$ cat config.mk
export PLATFORM = sky130hd
export DESIGN_NAME = uart_rx_oversampled
export DESIGN_NICKNAME = d
export VERILOG_FILES = /design/src/rtl/uart_rx_oversampled.sv
export SDC_FILE = /design/constraint.sdc
export NUM_CORES = 1
export LEC_CHECK = 0
export CORE_MARGIN = 3
export CORE_UTILIZATION = 51
export DETAILED_ROUTE_END_ITERATION = 10
export GPL_TIMING_DRIVEN = 0
export HOLD_SLACK_MARGIN = 0.06
export PLACE_DENSITY = 0.72
export SETUP_SLACK_MARGIN = 0.1
export SYNTH_ARGS = -nofsm -noshare
export SYNTH_HDL_FRONTEND = slang
export SYNTH_SLANG_ARGS = --single-unit
export TNS_END_PERCENT = 5
$ cat constraint.sdc
create_clock -name clk -period 2.3 [get_ports clk]
set_input_delay 0.46 -clock clk [delete_from_list [all_inputs] [get_ports clk]]
set_output_delay 0.46 -clock clk [all_outputs]
set_load 0.02 [all_outputs]
$ cat src/rtl/uart_rx_oversampled.sv
// uart_rx_oversampled: 8N1 UART receiver that derives its own 16x oversample
// tick from the baud select and recovers frames from the serial line rx.
//
// Optional feature macro: UART_RX_PARITY_EN adds one parity bit between the
// data bits and the stop bit; ODD_PARITY selects even (0) or odd (1) sense.
// Without the macro the receiver is plain 8N1 and parity_err is always 0.
//
// Handshake: a delivered byte raises rx_ready, which stays high until rx_ack
// is seen while rx_ready is high; rx_ack while rx_ready is low is ignored.
// A delivery while rx_ready is still high (and not acked in that same cycle)
// sets the sticky overrun flag, which rx_ack also clears.
module uart_rx_oversampled #(
    parameter int DIV0       = 325,
    parameter int DIV1       = 162,
    parameter int DIV2       = 80,
    parameter int DIV3       = 26,
    parameter int ODD_PARITY = 0
) (
    input  logic       clk,
    input  logic       reset_n,
    input  logic [1:0] sel,
    input  logic       rx,
    input  logic       rx_ack,
    output logic [7:0] rx_data,
    output logic       rx_ready,
    output logic       frame_err,
    output logic       parity_err,
    output logic       overrun,
    output logic       busy
);

    typedef enum logic [2:0] {
        IDLE   = 3'd0,
        START  = 3'd1,
        DATA   = 3'd2,
        PARITY = 3'd3,
        STOP   = 3'd4
    } state_t;

    state_t      state;
    logic        rx_meta;
    logic        rx_sync;
    logic        rx_prev;
    logic [1:0]  sel_q;
    logic [11:0] tick_cnt;
    logic [11:0] div_sel;
    logic        tick;
    logic [3:0]  sample_cnt;
    logic [2:0]  bit_cnt;
    logic [7:0]  shift_reg;
    logic        s7;
    logic        s8;
    logic        vote;
    logic        vote_now;
    logic        bit_end;
`ifdef UART_RX_PARITY_EN
    logic        par_bit;
`endif

    // Two-flop synchronizer plus one history flop for falling-edge detection.
    // All preset to 1 so releasing reset never looks like a start bit.
    always_ff @(posedge clk or negedge reset_n) begin
        if (!reset_n) begin
            rx_meta <= 1'b1;
            rx_sync <= 1'b1;
            rx_prev <= 1'b1;
        end else begin
            rx_meta <= rx;
            rx_sync <= rx_meta;
            rx_prev <= rx_sync;
        end
    end

    // Terminal count for the baud rate latched at start-bit detection.
    always_comb begin
        div_sel = 12'(DIV0);
        case (sel_q)
            2'b00:   div_sel = 12'(DIV0);
            2'b01:   div_sel = 12'(DIV1);
            2'b10:   div_sel = 12'(DIV2);
            default: div_sel = 12'(DIV3);
        endcase
    end

    assign tick     = (tick_cnt == div_sel);
    assign vote_now = tick && (sample_cnt == 4'd9);
    assign bit_end  = tick && (sample_cnt == 4'd15);
    // 2-of-3 majority of the samples at ticks 7, 8 and the live one at tick 9.
    assign vote     = (s7 & s8) | (s7 & rx_sync) | (s8 & rx_sync);
    assign busy     = (state != IDLE);

`ifndef UART_RX_PARITY_EN
    // No parity bit on the line, so no parity error; ODD_PARITY has no meaning.
    assign parity_err = 1'b0 & (ODD_PARITY != 0);
`endif

    // Frame FSM with its bit-timing counters, shift register and output flags.
    always_ff @(posedge clk or negedge reset_n) begin
        if (!reset_n) begin
            state      <= IDLE;
            sel_q      <= 2'b00;
            tick_cnt   <= 12'd0;
            sample_cnt <= 4'd0;
            bit_cnt    <= 3'd0;
            shift_reg  <= 8'h00;
            s7         <= 1'b1;
            s8         <= 1'b1;
            rx_data    <= 8'h00;
            rx_ready   <= 1'b0;
            frame_err  <= 1'b0;
            overrun    <= 1'b0;
`ifdef UART_RX_PARITY_EN
            par_bit    <= 1'b0;
            parity_err <= 1'b0;
`endif
        end else begin
            // Consumer acknowledge; a delivery below in the same cycle overrides.
            if (rx_ack && rx_ready) begin
                rx_ready <= 1'b0;
                overrun  <= 1'b0;
            end

            if (state == IDLE) begin
                tick_cnt   <= 12'd0;
                sample_cnt <= 4'd0;
                // Only a 1->0 transition starts a frame; a line held low does not.
                if (rx_prev && !rx_sync) begin
                    state <= START;
                    sel_q <= sel;
                end
            end else begin
                if (tick) begin
                    tick_cnt   <= 12'd0;
                    sample_cnt <= sample_cnt + 4'd1;
                end else begin
                    tick_cnt <= tick_cnt + 12'd1;
                end
                if (tick && (sample_cnt == 4'd7)) begin
                    s7 <= rx_sync;
                end
                if (tick && (sample_cnt == 4'd8)) begin
                    s8 <= rx_sync;
                end

                case (state)
                    START: begin
                        if (vote_now && vote) begin
                            // Glitch rather than a real start bit: drop it silently.
                            state <= IDLE;
                        end else if (bit_end) begin
                            state   <= DATA;
                            bit_cnt <= 3'd0;
                        end
                    end
                    DATA: begin
                        if (vote_now) begin
                            shift_reg <= {vote, shift_reg[7:1]};
                        end
                        if (bit_end) begin
                            if (bit_cnt == 3'd7) begin
`ifdef UART_RX_PARITY_EN
                                state <= PARITY;
`else
                                state <= STOP;
`endif
                            end else begin
                                bit_cnt <= bit_cnt + 3'd1;
                            end
                        end
                    end
`ifdef UART_RX_PARITY_EN
                    PARITY: begin
                        if (vote_now) begin
                            par_bit <= vote;
                        end
                        if (bit_end) begin
                            state <= STOP;
                        end
                    end
`endif
                    STOP: begin
                        // Deliver mid stop bit and go idle half a bit early so a
                        // following start bit is caught without loss.
                        if (vote_now) begin
                            rx_data   <= shift_reg;
                            rx_ready  <= 1'b1;
                            frame_err <= ~vote;
                            overrun   <= (rx_ready | overrun) & ~rx_ack;
`ifdef UART_RX_PARITY_EN
                            parity_err <= ((^shift_reg) ^ par_bit) != (ODD_PARITY != 0);
`endif
                            state     <= IDLE;
                        end
                    end
                    default: begin
                        state <= IDLE;
                    end
                endcase
            end
        end
    end

endmodule

==> reports/results.tsv, run 1 <==
metric	value	unit
fin_crit_sh	94.4	%
n_antenna_cell	0	
seqCellArea	0.00121	sq mm
synth_top_area_cell	dfrtp_1	
layout.cells.non_filler	274	
antenna_found_initial	0	
ys_ff_latch	48	
grt_setup_unrepaired	true	
crit_chain	nand2b_1, o22ai_2, a31oi_4, or2_1, buf_6, nor3_4, buf_12, mux2_2	
grt_overflow_total	0	
ant_nets	0	
grt_pass1_wl	7270	um
min_path_type	reg -> reg	
async_flop_share	100	%
synth_top_area_share	47.6	%
worst_ep_arrival_time	2.35	ns
grt_max_degree	38	
syn-num-nets	205	
largest_reg_flops	12	
yosysWarnings	0	
route.detailed.drc	0	
cts_buffers	5	
drive_above_1_share	29.0	%
crit_required	2.48	ns
critPathBufInv	2	
dieWidth	72.6	um
globalplace.congestion	0.762	
yosys_most_used_dff	dfrtp_1	
yosysUniqueCellTypes	46	
final.setup_skew	0.0115	ns
die-area	0.00527	sq mm
dr_total_vias	1527	
nFillCells	325	
clock_latency	0.30	ns
wl_met1	1870	um
period_needed	2.17	ns
ys_seq_area_share	53.4	%
final_nets	235	
critPathCaptureType	flip-flop	
drt_iter0_drc	59	
multi_input_area	0.00109	sq mm
track_usage	17.8	%
cts_root_buf	clkbuf_8	
path_delay_family	simple AND/OR/NAND/NOR gates	
syn-cell-area	0.00226	sq mm
syn_to_final_growth	22.8	%
io_pins	19	
slew_violations	0	
cpPeakStageDelay	0.46	ns
hold_viol	0	
startpoint_type	flip-flop	
die_h	72.6	um
tritoncts	done	
initial_utilization	54.5	%
routed-wl-met2	2250	um
r2r_slack	0.13	ns
clk_pin_slew	0.09	ns
port_buffers	17	
fmax	461	MHz
drt_wl_total	4300	um
synth_area_leaders	dfrtp_1, mux2_2, dfstp_2	
dr.pass1.iters	4	
clockBufferDepth	2	
cts_num_sinks	48	
cp_max_fo	9	
utilization	66.9	%
synth_cells	193	
htree_num_levels	2	
vias_per_cell	5.57	
timing.hold.ws	0.360	ns
dp_hpwl	2960	um
outcome	complete, no violations	
core	0.00414	sq mm
critPathKind	reg -> reg	
synth_edf_count	0	
drv_cap	0	
setup_viol	0	
dr.max_layer_used	met4	
ir_drop	0.000475	V
place_inst	261	
syn_area_per_cell	11.7	sq um
p_leak	1.22	nW
grt_pass1_vias	1597	
row_count	23	
cpMaxStageDelayCell	dfrtp_2	
powerDensity	740	mW/mm^2
met3_length	174	um
wl_per_cell	15.7	um
fin_tns_setup	0	ns
[cell usage after synthesis (all sizes together) (2+ instances only)]
cell type	instances
dfrtp	43
mux2	21
nor2	18
nand2	10
xnor2	9
nand3	8
inv	7
xor2	7
ha	6
nor3	6
and3	5
dfstp	5
buf	4
nor2b	4
nor4	4
or3	4
nand4	3
or2	3
a21oi	2
a22o	2
clkbuf	2
nand4b	2
nor3b	2
[cell type report]
class / count / area share, %
Tap cell: 50 / 2.26
Inverter: 7 / 0.947
Timing Repair Buffer: 23 / 8.66
Clock inverter: 3 / 0.857
Sequential cell: 48 / 43.6
Multi-Input combinational cell: 132 / 39.5
Buffer: 6 / 1.71
Clock buffer: 5 / 2.48
[stage by stage]
step	worst slack [ns]	power, W	area (sq um)
6_report	0.130	0.00205	2770
5_1_grt	0.0252	0.00217	2770
4_1_cts	0.0927	0.00204	2720
3_5_place_dp	-0.256	0.00143	2510
3_3_place_gp	-0.456	0.00140	2490
2_1_floorplan	0.142	0.00128	2260
[cells in the final DEF (no fill, tap or decap), types with 2 or more instances in the layout]
cell type	n
xor2_1	6
or2_2	2
mux2_4	6
nand4_1	2
nor3_2	2
nand2_1	10
buf_2	2
nor3_4	2
nor2_1	18
buf_12	2
ha_1	6
clkbuf_8	5
or3_1	3
nand3_1	8
clkinvlp_4	2
and3_1	5
xnor2_1	9
a22o_1	2
nor3_1	2
clkdlybuf4s50_1	15
mux2_2	15
nor3b_1	2
dfrtp_2	2
a21oi_1	2
dfrtp_1	41
nand4b_1	2
nor2b_1	4
buf_4	5
inv_1	7
buf_6	2
nor4_2	3
dfstp_2	5
[where the power goes]
part	total, W	internal, W	leakage (nW)	switching [W]
clock network	0.000501	0.000215	0.0404	0.000285
logic	0.000574	0.000240	0.542	0.000334
registers	0.000977	0.000901	0.642	0.0000762
total	0.00205	0.00136	1.22	0.000695
[worst register-to-register path, cell delays in order (launching register included)]
cell and delay [ns]:
dfrtp_2 0.46, nand2b_1 0.19, o22ai_2 0.18, a31oi_4 0.19, or2_1 0.27, buf_6 0.14, nor3_4 0.14, buf_12 0.16
mux2_2 0.33
[metal layers]
metal  up-vias  GRT usage, %
met5         -             0
met4         0          4.92
met3         3          4.71
met2        25          30.5
met1       762          22.1
li1        737             -
[final timing paths]
check | from | end | depth (start not counted)
setup reg to reg | tick_cnt[0] | shift_reg[0] | 8
setup / recovery | tick_cnt[0] | shift_reg[0] | 8
min in group asynchronous | reset_n | tick_cnt[5] | 2
max in group asynchronous | reset_n | s7 | 3
hold / removal | rx_meta | rx_sync | 0
hold reg to reg | rx_meta | rx_sync | 0
[timing repair]
item                                    4_1_cts  5_1_grt
gates resized for setup                      11       18
hold buffers                                  1        0
cloned                                        0        0
buffers inserted                              4        0
pin swaps                                     3        7
endpoints found under the setup margin       35       31
endpoints found under the hold margin        11        0
[logic make-up (layout without fill, tap and decap cells)]
group | count (synthesis) | in the layout | share of synthesized area [%]
compound gates | 14 | 14 | 4.71
xor+xnor | 16 | 16 | 6.20
fa+ha+maj | 7 | 7 | 3.77
buf+inv | 13 | 44 | 3.10
flops | 48 | 48 | 53.4
mux | 22 | 22 | 10.9
other cells | 1 | 1 | 0.166
simple gates | 72 | 72 | 17.7
Power figures use the tool's default switching activity.
==> run 2, diff against run 1 <==
--- a/config.mk
+++ b/config.mk
@@ -5,12 +5,13 @@
 export SDC_FILE = /design/constraint.sdc
 export NUM_CORES = 1
 export LEC_CHECK = 0
+export CORE_ASPECT_RATIO = 0.9
 export CORE_MARGIN = 3
 export CORE_UTILIZATION = 51
 export DETAILED_ROUTE_END_ITERATION = 10
 export GPL_TIMING_DRIVEN = 0
 export HOLD_SLACK_MARGIN = 0.06
-export PLACE_DENSITY = 0.72
+export PLACE_DENSITY = 0.79
 export SETUP_SLACK_MARGIN = 0.1
 export SYNTH_ARGS = -nofsm -noshare
 export SYNTH_HDL_FRONTEND = slang
==> run 2 against run 1 <==
Effect of this change:
- the run now ends with setup timing left
- clock-buffer cell count up 1
- worst setup slack worse by 0.14 ns
- clock skew down 0.0088 ns
- power up 4.6%
- combinational power down 6.8%
- via count up 0.20%
- die area about the same
- wire length down 1.8%
- fmax down 6.2%
- first-iteration DRC count up 69%
- register-to-register slack worse by 0.14 ns
- sequential share of layout area up 0.087 points
- largest cell class unchanged
- largest power group unchanged
==> reports/results.tsv, run 2 (synthesis results as in run 1) <==
metric	value	unit
startpoint_type	flip-flop	
dp_hpwl	2740	um
finalInstanceArea	0.00276	sq mm
die_h	69.2	um
final_cell_mix	dfrtp_1, nor2_1, mux2_2, clkdlybuf4s50_1, nand2_1	
cts_buffers	5	
tritoncts	done	
ir_drop	0.000465	V
grt_overflow_total	0	
vias_per_cell	5.41	
outcome	complete, but fails checks	
utilization	66.0	%
cts_num_sinks	48	
port_buffers	17	
period_needed	2.31	ns
cts_hold_buf	0	
dieWidth	76.2	um
swShare	31.2	%
worstMarginPinSlew	0.573	ns
wl_per_cell	14.9	um
clk_pin_slew	0.09	ns
io_pins	19	
min_path_type	in -> async	
crit_required	2.49	ns
syn_to_final_growth	22.3	%
grt_max_degree	34	
final.setup_skew	0.00271	ns
p_leak	1.23	nW
clock_latency	0.30	ns
slew_headroom	61.7	%
critPathCaptureType	flip-flop	
final_common_cell	dfrtp_1	
crit_chain	nand2b_1, o22ai_1, a31oi_2, or2_1, buf_6, nor3_4, buf_12, mux2_2	
timing.hold.ws	0.0602	ns
drt_iter0_drc	100	
p_int	0.00148	W
setup_viol	2	
antenna_found_initial	0	
dr.pass1.iters	4	
dr_total_vias	1530	
cpMaxStageDelayCell	dfrtp_1	
row_count	22	
slew_violations	0	
cts_root_buf	clkbuf_8	
setup_ws	-0.0124	ns
route.detailed.drc	0	
drv_cap	0	
drive_above_1_share	26.5	%
grt_setup_unrepaired	true	
hold_viol	0	
fin_tns_setup	-0.0241	ns
critPathBufInv	2	
globalplace.congestion	0.751	
path_delay_family	simple AND/OR/NAND/NOR gates	
cpPeakStageDelay	0.47	ns
n_antenna_cell	0	
ant_nets	0	
violations	setup timing	
drt_wl_total	4220	um
seq_power_share	45.3	%
switching_power	0.000671	W
grt_pass1_wl	7170	um
fin_crit_sh	101	%
htree_num_levels	2	
cp_max_fo	9	
powerDensity	777	mW/mm^2
die-area	0.00527	sq mm
dpl_cell_area	0.00252	sq mm
combPwrFrac	24.9	%
core	0.00418	sq mm
critPathKind	reg -> reg	
layout.cells.non_filler	283	
largest_reg_flops	12	
worst_ep_arrival_time	2.51	ns
grt_pass1_vias	1540	
place_inst	271	
clkPwrFrac	29.7	%
nFillCells	320	
initial_utilization	54.0	%
final_nets	234	
clockBufferDepth	2	
fmax	432	MHz
track_usage	16.9	%
run 2: metrics by stage:
step                power (W)  setup WS [ns]
finish                0.00215        -0.0124
global route          0.00225         -0.118
CTS                   0.00214         0.0289
detailed placement    0.00142         -0.182
global placement      0.00141         -0.539
floorplan             0.00128          0.142
run 2: per-layer routing:
metal	GRT usage (%)	vias up	wire, um
li1	-	729	-
met1	23.2	767	2010
met4	6.04	0	68
met2	26.6	25	2000
met5	0	-	0
met3	3.92	9	143
run 2: layout make-up:
class	count	area, sq um	share of cell area [%]
flip-flops and latches	48	1210	43.7
inverters	7	26.3	0.951
clock inverters	2	38.8	1.40
clock buffers	6	82.6	2.99
well taps	60	75.1	2.72
multi-input cells	132	1060	38.2
repair buffers	22	230	8.33
plain buffers	6	46.3	1.68
run 2: power groups by stage:
stage	sequential, W	clock [W]	combinational, W
floorplan	0.000960	0	0.000322
global placement	0.000975	0	0.000438
detailed placement	0.000979	0	0.000446
CTS	0.000971	0.000647	0.000518
global route	0.000987	0.000684	0.000583
finish	0.000973	0.000638	0.000535
run 2: timing repair:
action / CTS / global route
pin swaps: 3 / 0
setup buffers: 4 / 0
setup endpoints to repair: 34 / 33
gates resized for setup: 6 / 12
run 2: final timing paths:
path / from / endpoint / slack (ns) / cells after the start
max: tick_cnt[0] / shift_reg[7] / -0.01 / 8
min: reset_n / rx_data[0] / 0.06 / 1
min reg2reg: rx_meta / rx_sync / 0.36 / 0
min in group clk: rx_meta / rx_sync / 0.36 / 0
max in group asynchronous: reset_n / rx_prev / 1.68 / 2
max reg2reg: tick_cnt[0] / shift_reg[7] / -0.01 / 8
